===== config.mk =====
export PLATFORM = sky130hd
export DESIGN_NAME = cdb_wakeup_rs
export DESIGN_NICKNAME = d
export VERILOG_FILES = /design/src/rtl/cdb_wakeup_rs.sv
export SDC_FILE = /design/constraint.sdc
export NUM_CORES = 1
export LEC_CHECK = 0
export ABC_AREA = 1
export CORE_MARGIN = 2
export CORE_UTILIZATION = 58
export CTS_CLUSTER_SIZE = 14
export DETAILED_ROUTE_END_ITERATION = 10
export DONT_BUFFER_PORTS = 1
export PLACE_DENSITY = 0.85
export REMOVE_ABC_BUFFERS = 1
export SLEW_MARGIN = 10
export SYNTH_ARGS = -nofsm -noshare
export SYNTH_HDL_FRONTEND = slang
export SYNTH_SLANG_ARGS = --single-unit

===== constraint.sdc =====
create_clock -name clk -period 8.11 [get_ports clk]
set_clock_uncertainty 0.1 [all_clocks]
set_input_delay 1.622 -clock clk [delete_from_list [all_inputs] [get_ports clk]]
set_output_delay 1.622 -clock clk [all_outputs]
set_load 0.005 [all_outputs]

===== src/rtl/cdb_wakeup_rs.sv =====
// -----------------------------------------------------------------------------
// cdb_wakeup_rs
//   Reservation station that sits on the consumer side of the CDB. It takes one
//   renamed instruction per cycle from dispatch, snoops SUPERSCALAR_WAY tag
//   broadcasts per cycle to wake waiting source operands, and issues the oldest
//   fully-ready entry into a registered issue stage.
//
// Ports
//   clk                  rising-edge clock
//   reset                asynchronous, active-low reset
//   dispatch_*_i         one instruction write request (op, dest, two sources
//                        with their already-available flags)
//   CDB_en_i / CDB_i     per-way broadcast valid / tag (way w in CDB_i[w*TW +: TW])
//   issue_stall_i        functional unit cannot take the issue register
//   issue_*_o            registered issue stage contents
//   full_o / free_cnt_o  registered occupancy status
//
// Issue handshake: issue_valid_o marks the issue register as holding an
// instruction. The register is transferred to the functional unit on any edge
// where issue_valid_o=1 and issue_stall_i=0. While issue_valid_o=1 and
// issue_stall_i=1 the register contents stay frozen. issue_stall_i is ignored
// while issue_valid_o=0.
// -----------------------------------------------------------------------------
module cdb_wakeup_rs #(
    parameter  int RS_SIZE         = 4,
    parameter  int SUPERSCALAR_WAY = 2,
    parameter  int PHY_REG_NUM     = 8,
    parameter  int OP_W            = 4,
    localparam int TW              = $clog2(PHY_REG_NUM),
    localparam int CW              = $clog2(RS_SIZE + 1)
) (
    input  logic                          clk,
    input  logic                          reset,
    input  logic                          dispatch_en_i,
    input  logic [OP_W-1:0]               dispatch_op_i,
    input  logic [TW-1:0]                 dispatch_dest_i,
    input  logic [TW-1:0]                 dispatch_src1_i,
    input  logic                          dispatch_src1_rdy_i,
    input  logic [TW-1:0]                 dispatch_src2_i,
    input  logic                          dispatch_src2_rdy_i,
    input  logic [SUPERSCALAR_WAY-1:0]    CDB_en_i,
    input  logic [SUPERSCALAR_WAY*TW-1:0] CDB_i,
    input  logic                          issue_stall_i,
    output logic                          issue_valid_o,
    output logic [OP_W-1:0]               issue_op_o,
    output logic [TW-1:0]                 issue_dest_o,
    output logic [TW-1:0]                 issue_src1_o,
    output logic [TW-1:0]                 issue_src2_o,
    output logic                          full_o,
    output logic [CW-1:0]                 free_cnt_o
);

    localparam int RW = (RS_SIZE > 1) ? $clog2(RS_SIZE) : 1;

    // Entry storage
    logic [RS_SIZE-1:0] valid_q, valid_d;
    logic [RS_SIZE-1:0] rdy1_q, rdy1_d;
    logic [RS_SIZE-1:0] rdy2_q, rdy2_d;
    logic [OP_W-1:0]    op_q   [RS_SIZE];
    logic [OP_W-1:0]    op_d   [RS_SIZE];
    logic [TW-1:0]      dest_q [RS_SIZE];
    logic [TW-1:0]      dest_d [RS_SIZE];
    logic [TW-1:0]      src1_q [RS_SIZE];
    logic [TW-1:0]      src1_d [RS_SIZE];
    logic [TW-1:0]      src2_q [RS_SIZE];
    logic [TW-1:0]      src2_d [RS_SIZE];
    logic [RW-1:0]      rank_q [RS_SIZE];
    logic [RW-1:0]      rank_d [RS_SIZE];

    // Issue register and occupancy
    logic            iss_valid_q, iss_valid_d;
    logic [OP_W-1:0] iss_op_q, iss_op_d;
    logic [TW-1:0]   iss_dest_q, iss_dest_d;
    logic [TW-1:0]   iss_src1_q, iss_src1_d;
    logic [TW-1:0]   iss_src2_q, iss_src2_d;
    logic [CW-1:0]   free_cnt_q, free_cnt_d;
    logic            full_q, full_d;

    // Selection / allocation
    logic          sel_found;
    logic [RW-1:0] sel_idx;
    logic [RW-1:0] sel_rank;
    logic          free_found;
    logic [RW-1:0] free_idx;
    logic          load_ok;
    logic          do_issue;
    logic          do_disp;
    logic [CW-1:0] valid_cnt;

    function automatic logic cdb_hit(
        input logic [TW-1:0]                 tag,
        input logic [SUPERSCALAR_WAY-1:0]    en,
        input logic [SUPERSCALAR_WAY*TW-1:0] bus
    );
        logic hit;
        hit = 1'b0;
        for (int w = 0; w < SUPERSCALAR_WAY; w++) begin
            if (en[w] && (bus[w*TW +: TW] == tag)) hit = 1'b1;
        end
        return hit;
    endfunction

    // Oldest ready entry (minimum rank) from registered state only, and the
    // lowest-index free slot for dispatch.
    always_comb begin
        sel_found  = 1'b0;
        sel_idx    = '0;
        sel_rank   = '0;
        free_found = 1'b0;
        free_idx   = '0;
        for (int i = 0; i < RS_SIZE; i++) begin
            if (valid_q[i] && rdy1_q[i] && rdy2_q[i] &&
                (!sel_found || (rank_q[i] < sel_rank))) begin
                sel_found = 1'b1;
                sel_idx   = RW'(i);
                sel_rank  = rank_q[i];
            end
            if (!valid_q[i] && !free_found) begin
                free_found = 1'b1;
                free_idx   = RW'(i);
            end
        end
    end

    always_comb begin
        load_ok   = !iss_valid_q || !issue_stall_i;
        do_issue  = load_ok && sel_found;
        do_disp   = dispatch_en_i && !full_q;
        valid_cnt = CW'(RS_SIZE) - free_cnt_q;

        valid_d = valid_q;
        rdy1_d  = rdy1_q;
        rdy2_d  = rdy2_q;
        for (int i = 0; i < RS_SIZE; i++) begin
            op_d[i]   = op_q[i];
            dest_d[i] = dest_q[i];
            src1_d[i] = src1_q[i];
            src2_d[i] = src2_q[i];
            rank_d[i] = rank_q[i];
        end

        for (int i = 0; i < RS_SIZE; i++) begin
            if (valid_q[i]) begin
                if (cdb_hit(src1_q[i], CDB_en_i, CDB_i)) rdy1_d[i] = 1'b1;
                if (cdb_hit(src2_q[i], CDB_en_i, CDB_i)) rdy2_d[i] = 1'b1;
                // Entries younger than the issued one move one step older.
                if (do_issue && (rank_q[i] > sel_rank)) rank_d[i] = rank_q[i] - 1'b1;
            end
            if (do_issue && (RW'(i) == sel_idx)) valid_d[i] = 1'b0;
            // The free slot is never the issuing slot, so no write conflict.
            if (do_disp && (RW'(i) == free_idx)) begin
                valid_d[i] = 1'b1;
                op_d[i]    = dispatch_op_i;
                dest_d[i]  = dispatch_dest_i;
                src1_d[i]  = dispatch_src1_i;
                src2_d[i]  = dispatch_src2_i;
                // Same-cycle broadcast bypass so a tag is never missed.
                rdy1_d[i]  = dispatch_src1_rdy_i || cdb_hit(dispatch_src1_i, CDB_en_i, CDB_i);
                rdy2_d[i]  = dispatch_src2_rdy_i || cdb_hit(dispatch_src2_i, CDB_en_i, CDB_i);
                rank_d[i]  = RW'(valid_cnt - CW'(do_issue));
            end
        end

        iss_valid_d = iss_valid_q;
        iss_op_d    = iss_op_q;
        iss_dest_d  = iss_dest_q;
        iss_src1_d  = iss_src1_q;
        iss_src2_d  = iss_src2_q;
        if (load_ok) begin
            iss_valid_d = sel_found;
            if (sel_found) begin
                for (int i = 0; i < RS_SIZE; i++) begin
                    if (RW'(i) == sel_idx) begin
                        iss_op_d   = op_q[i];
                        iss_dest_d = dest_q[i];
                        iss_src1_d = src1_q[i];
                        iss_src2_d = src2_q[i];
                    end
                end
            end
        end

        free_cnt_d = free_cnt_q + CW'(do_issue) - CW'(do_disp);
        full_d     = (free_cnt_d == '0);
    end

    always_ff @(posedge clk or negedge reset) begin
        if (!reset) begin
            valid_q     <= '0;
            rdy1_q      <= '0;
            rdy2_q      <= '0;
            for (int i = 0; i < RS_SIZE; i++) begin
                op_q[i]   <= '0;
                dest_q[i] <= '0;
                src1_q[i] <= '0;
                src2_q[i] <= '0;
                rank_q[i] <= '0;
            end
            iss_valid_q <= 1'b0;
            iss_op_q    <= '0;
            iss_dest_q  <= '0;
            iss_src1_q  <= '0;
            iss_src2_q  <= '0;
            free_cnt_q  <= CW'(RS_SIZE);
            full_q      <= 1'b0;
        end else begin
            valid_q     <= valid_d;
            rdy1_q      <= rdy1_d;
            rdy2_q      <= rdy2_d;
            for (int i = 0; i < RS_SIZE; i++) begin
                op_q[i]   <= op_d[i];
                dest_q[i] <= dest_d[i];
                src1_q[i] <= src1_d[i];
                src2_q[i] <= src2_d[i];
                rank_q[i] <= rank_d[i];
            end
            iss_valid_q <= iss_valid_d;
            iss_op_q    <= iss_op_d;
            iss_dest_q  <= iss_dest_d;
            iss_src1_q  <= iss_src1_d;
            iss_src2_q  <= iss_src2_d;
            free_cnt_q  <= free_cnt_d;
            full_q      <= full_d;
        end
    end

    assign issue_valid_o = iss_valid_q;
    assign issue_op_o    = iss_op_q;
    assign issue_dest_o  = iss_dest_q;
    assign issue_src1_o  = iss_src1_q;
    assign issue_src2_o  = iss_src2_q;
    assign full_o        = full_q;
    assign free_cnt_o    = free_cnt_q;

endmodule


After elaboration in Yosys (flattened, before gate mapping)
Index checks and enable logic that the tools add are counted.
{"block": "totals", "input_bits": 27, "elab_cells": 301, "output_inout_bits": 18, "ff_bits": 90}
{"block": "classes", "muxes": 113, "order_cmp": 7, "n_eq_ne": 26, "addsub": 8, "reduce_logical": 108}
{"cell": "two-way mux 1 bit", "count": 77}
{"cell": "== test 3 bit", "count": 20}
{"cell": "logical AND 1 bit", "count": 48}
{"cell": "two-way mux 2 bit", "count": 20}
{"cell": "nonzero test 2 bit", "count": 20}
{"cell": "two-way mux 3 bit", "count": 12}
{"cell": "AND reduction 2 bit", "count": 12}
{"cell": "two-way mux 4 bit", "count": 4}
{"cell": "logical OR 1 bit", "count": 12}
{"cell": "zero test 1 bit", "count": 11}
{"cell": "== test 2 bit, first input constant", "count": 4}
{"cell": "greater-than comparator 2 bit", "count": 4}
{"cell": "subtractor 2 x 1 -> 2 bit, second input constant", "count": 4}
{"cell": "less-than comparator 2 bit", "count": 3}
{"cell": "== test 1 x 2 -> 1 bit, first input constant", "count": 2}
{"cell": "zero test 2 bit", "count": 2}
{"cell": "nonzero test 4 bit", "count": 1}
{"cell": "adder 3 x 1 -> 3 bit", "count": 1}
{"cell": "zero test 3 bit", "count": 1}
{"cell": "AND reduction 3 bit", "count": 1}
{"cell": "subtractor 3 x 1 -> 3 bit", "count": 1}
{"cell": "subtractor 1 x 2 -> 2 bit, first input constant", "count": 1}
{"cell": "subtractor 2 x 1 -> 2 bit", "count": 1}

Logic depth before layout (Yosys ltp)
{"block": "depth", "word_depth": 20, "ltp_mapped": 33, "ltp_nobuf": 32}

Least setup slack after synthesis
No wires, ideal clock.
{"block": "synth_path", "path_kind": "register to register", "start": "reg valid_q[0]", "end": "reg rank_q[0] (netlist bit)", "period_less_slack_ps": 4218, "t_required_ps": 7945, "slack_ps": 3892, "arrival_ps": 4053, "setup_ps": 65, "path_stages_with_launch": 29, "path_buffers": 1, "path_cell_list": "dfrtp_1 -> nand2_2 -> nor2_4 -> nand2_1 -> ha_1 -> nand2_1 -> nand2_1 -> nand2_2 -> nand2_2 -> o21ai_0 -> ha_1 -> nand2_1 -> nand2_1 -> nand2_2 -> nand2_2 -> o21ai_0 -> ha_1 -> nand2_1 -> nand2_2 -> nand2_2 -> nand2_4 -> buf_2 -> o21ai_0 -> ha_1 -> a21oi_1 -> nand3_1 -> o21ai_0 -> o21ai_0 -> nand2_1"}
{"block": "synth_between", "elab_chain_cells": 19, "elab_cells_between_ends": 43, "cone_classes": "add/sub (1); order compare (4); eq/ne (1); mux (15); reduce/logical (22)"}
{"element": "from (decl)", "line_no": "56", "source": "logic [RS_SIZE-1:0] valid_q, valid_d;"}
{"element": "from (signal assigned)", "line_no": "207", "source": "valid_q <= valid_d;"}
{"element": "logical AND 1 bit (2 in series)", "line_no": "112", "source": "if (valid_q[i] && rdy1_q[i] && rdy2_q[i] &&"}
{"element": "two-way mux 2 bit / two-way mux 1 bit (equally long branches)", "line_no": "112"}
{"element": "less-than comparator 2 bit / zero test 1 bit (equally long branches)", "line_no": "113", "source": "(!sel_found || (rank_q[i] < sel_rank))) begin"}
{"element": "logical OR 1 bit", "line_no": "113"}
{"element": "logical AND 1 bit", "line_no": "112"}
{"element": "two-way mux 2 bit / two-way mux 1 bit (equally long branches)", "line_no": "112"}
{"element": "less-than comparator 2 bit / zero test 1 bit (equally long branches)", "line_no": "113"}
{"element": "logical OR 1 bit", "line_no": "113"}
{"element": "[... 2 more ...]"}
{"element": "less-than comparator 2 bit / zero test 1 bit (equally long branches)", "line_no": "113"}
{"element": "logical OR 1 bit", "line_no": "113"}
{"element": "logical AND 1 bit", "line_no": "112"}
{"element": "two-way mux 2 bit / two-way mux 1 bit (equally long branches)", "line_no": "112"}
{"element": "greater-than comparator 2 bit / logical AND 1 bit (equally long branches)", "line_no": "147, 127"}
{"element": "logical AND 1 bit", "line_no": "147", "source": "if (do_issue && (rank_q[i] > sel_rank)) rank_d[i] = rank_q[i] - 1'b1;"}
{"element": "nonzero test 2 bit (no line)"}
{"element": "AND reduction 2 bit (no line)"}
{"element": "to (signal, indexed assignment)", "line_no": "215", "source": "rank_q[i] <= rank_d[i];"}
{"element": "to (decl)", "line_no": "67", "source": "logic [RW-1:0] rank_q [RS_SIZE];"}
Several ways; a longest one is shown, not always the timed one.
A chain may end at the register's enable or synchronous reset.

Worst setup path after layout
Same ends and word-level chain as after synthesis.

==> flow_metrics.py <==
metrics = {
    "clock_tree": {
        "cts_buffers": 9,
        "clockBufferDepth": 2,
        "clock-root-buffer": "clkbuf_8",
        "clock_latency_ns": 0.37,
        "ctsHoldBuffers": 0,
        "postCtsSetupRepairBufs": 0,
        "cts_htree_levels": 3,
        "post_cts_resized": 0,
        "path_clk_slew_ns": 0.09,
        "tritoncts": "built",
        "cts.sinks": 90,
    },
    "timing": {
        "worst_pin_slew_ns": 0.8469,
        "worst_slack_ns": 3.229,
        "hold_slack_ns": 0.3900,
        "finalSetupTns_ns": 0,
        "rsz0062_at_grt": "no",
        "fmax_mhz": 204.9,
        "drv_slew": 0,
        "maxSlewHeadroom": 0.4333,
        "fin_crit_sh": 0.6019,
        "setup_viol": 0,
        "hold_viol": 0,
        "period_minus_slack_ns": 4.881,
    },
    "global_routing": {
        "grt_pass1_vias": 4750,
        "grt_max_degree": 91,
        "grt_usage": 0.3010,
        "grt_pass1_wl_um": 23330,
        "antenna_found_initial": 0,
        "globalRouteOverflowTotal": 0,
    },
    "floorplanning": {
        "num_rows": 34,
        "die_w_um": 98.85,
        "io_pins": 45,
        "coreArea_um2": 8721,
        "die_y_um": 98.85,
        "initial_core_util": 0.5983,
        "die-area_um2": 9770,
    },
    "drt": {
        "routed_wl_um": 13890,
        "drt-pass1-iter-count": 5,
        "routedWlPerCell_um": 18.11,
        "viasPerCell": 6.193,
        "drt_iter0_markers": 498,
        "drcViolationCount": 0,
        "vias": 4750,
        "final_antenna_net_count": 0,
    },
    "pwr": {
        "leakagePower_nw": 2.622,
        "p_per_area_nw_per_um2": 467.4,
        "peakVddDrop_v": 0.0002104,
        "power_mw": 2.545,
    },
    "critical_path": {
        "reg2reg_from": "valid_q[0]",
        "cp.arrival_ns": 5.09,
        "max_stage_delay_ns": 0.46,
        "crit_family": "compound AO/OA/AOI/OAI gates",
        "crit_type": "reg -> reg",
        "crit_fanout": 23,
        "cp_num_buf_inv": 0,
        "required_ns": 8.32,
        "startpoint_type": "flip-flop",
        "reg2reg_to": "rank_q[0]",
        "reg2reg_depth": 27,
        "reg2reg_setup_slack_ns": 3.23,
        "crit_path_end_kind": "flip-flop",
        "crit_slowest_cell": "o21ai_0",
    },
    "logic_synthesis": {
        "ys_types": 37,
        "ys_ff_latch": 90,
        "yosysSeqAreaShare": 0.4319,
        "syn_area_per_cell_um2": 7.799,
        "netlist_area_um2": 5218,
        "yosysWarningCount": 0,
        "postSynthCellCount": 669,
    },
    "hold_path": {
        "hp-class": "reg -> reg",
        "worstHoldStart": "op_q[3]",
        "hold-path-cell-count": 2,
        "holdPathEnd": "op_q[3]",
    },
    "cells_and_area": {
        "area_growth_pct": 4.364,
        "diodes": 0,
        "final_common_cell": "nand2_1",
        "finalNetCount": 696,
        "drive_above_1_share": 0.06373,
        "stdcell_area_um2": 5445,
        "final_cell_mix": "nand2_1, o21ai_0, inv_1, dfrtp_1, a21oi_1",
    },
    "place": {
        "gp_congestion": 0.9215,
        "pre_cts_slack_ns": 3.249,
        "hpwl_um": 9506,
        "placed_area_um2": 5243,
        "port_buffers": 0,
    },
    "job": {
        "drv_cap": 0,
    },
    "run_status": {
        "outcome": "complete, no violations",
    },
}
-- flip-flops by register name, indices dropped and copies added (netlist names) --
name and flops:
valid_q 4, free_cnt_o 3, src1_q 12, issue_op_o 4, rdy2_q 4, issue_dest_o 3, issue_src2_o 3, issue_valid_o 1
src2_q 12, dest_q 12, full_o 1, rank_q 8, op_q 16, rdy1_q 4, issue_src1_o 3
-- per-stage QoR --
step | instances | util
floorplan | 639 | -
global placement | 751 | 0.6011
detailed placement | 751 | 0.6011
CTS | 767 | 0.6244
global route | 767 | 0.6244
finish | 767 | 0.6244
-- routing by layer --
| metal | GRT usage | vias to the layer above | share of wire |
|---|---|---|---|
| li1 | - | 2185 | - |
| met1 | 0.3867 | 2263 | 0.40 |
| met2 | 0.4901 | 255 | 0.48 |
| met3 | 0.06525 | 47 | 0.086 |
| met4 | 0.1359 | 0 | 0.036 |
| met5 | 0 | - | 0 |
-- cells in the mapped netlist, drive strengths merged --
cell type    n  area, µm²
a2111oi      1      8.760
a21oi       50      254.0
a22o         1      8.760
buf          7      60.05
clkbuf      23      86.33
clkinv       1      3.750
dfrtp       89       2227
dfstp        1      26.28
fa           1      20.02
ha          14      175.2
inv         90      337.8
nand2      133      544.3
nand3       38      195.2
nand3b       2      15.01
nand4        1      6.260
nor2        42      177.7
nor3         2      10.01
nor4         3      18.77
o2111ai     15      131.4
o211ai       2      15.01
o21ai      110      550.5
o21bai       2      15.01
o22ai        9      56.30
o31ai        1      7.510
o41ai        1      8.760
or2          2      12.51
xnor2       18      157.7
xor2        10      87.58
-- kinds of logic (layout without fill, tap and decap cells) --
group,count (synthesis),count (layout),synth area share
XOR/XNOR,28,28,0.04700
adder cells (fa/ha/maj),15,15,0.03741
buffers and inverters,121,111,0.09352
flip-flops,90,90,0.4319
AND/OR/NAND/NOR,223,223,0.1878
AO/OA/AOI/OAI,192,192,0.2024
-- worst max-delay path by stage --
stage	slack, ns	cells past startpoint	start	endpoint
after floorplan	3.95	27	valid_q[0]	rank_q[0]
after global placement	3.66	27	valid_q[0]	rank_q[0]
after detailed placement	3.25	27	valid_q[0]	rank_q[0]
after CTS	3.23	27	valid_q[0]	rank_q[0]
after global routing	2.67	27	valid_q[0]	rank_q[0]
final	3.23	27	valid_q[0]	rank_q[0]
-- tightest hold or removal path, stage by stage, from the launching register on --
cell	delay [ns]
dfrtp_1	0.36
nand2_1	0.05
o21ai_0	0.05
-- where the power goes --
group	leakage, nW	internal (mW)	switching (mW)
registers	1.09	0.676	0.200
logic	1.43	0.480	0.867
clock network	0.0990	0.147	0.175
-- final cells by class --
type | instances | area, µm²
timing repair buffer | 4 | 30.03
clock buffer | 10 | 127.6
inverter | 91 | 341.6
clock inverter | 6 | 75.07
multi-input combinational | 458 | 2482
tap | 108 | 135.1
sequential | 90 | 2253
fill | 752 | 3276
(Power assumes the default switching activity.)
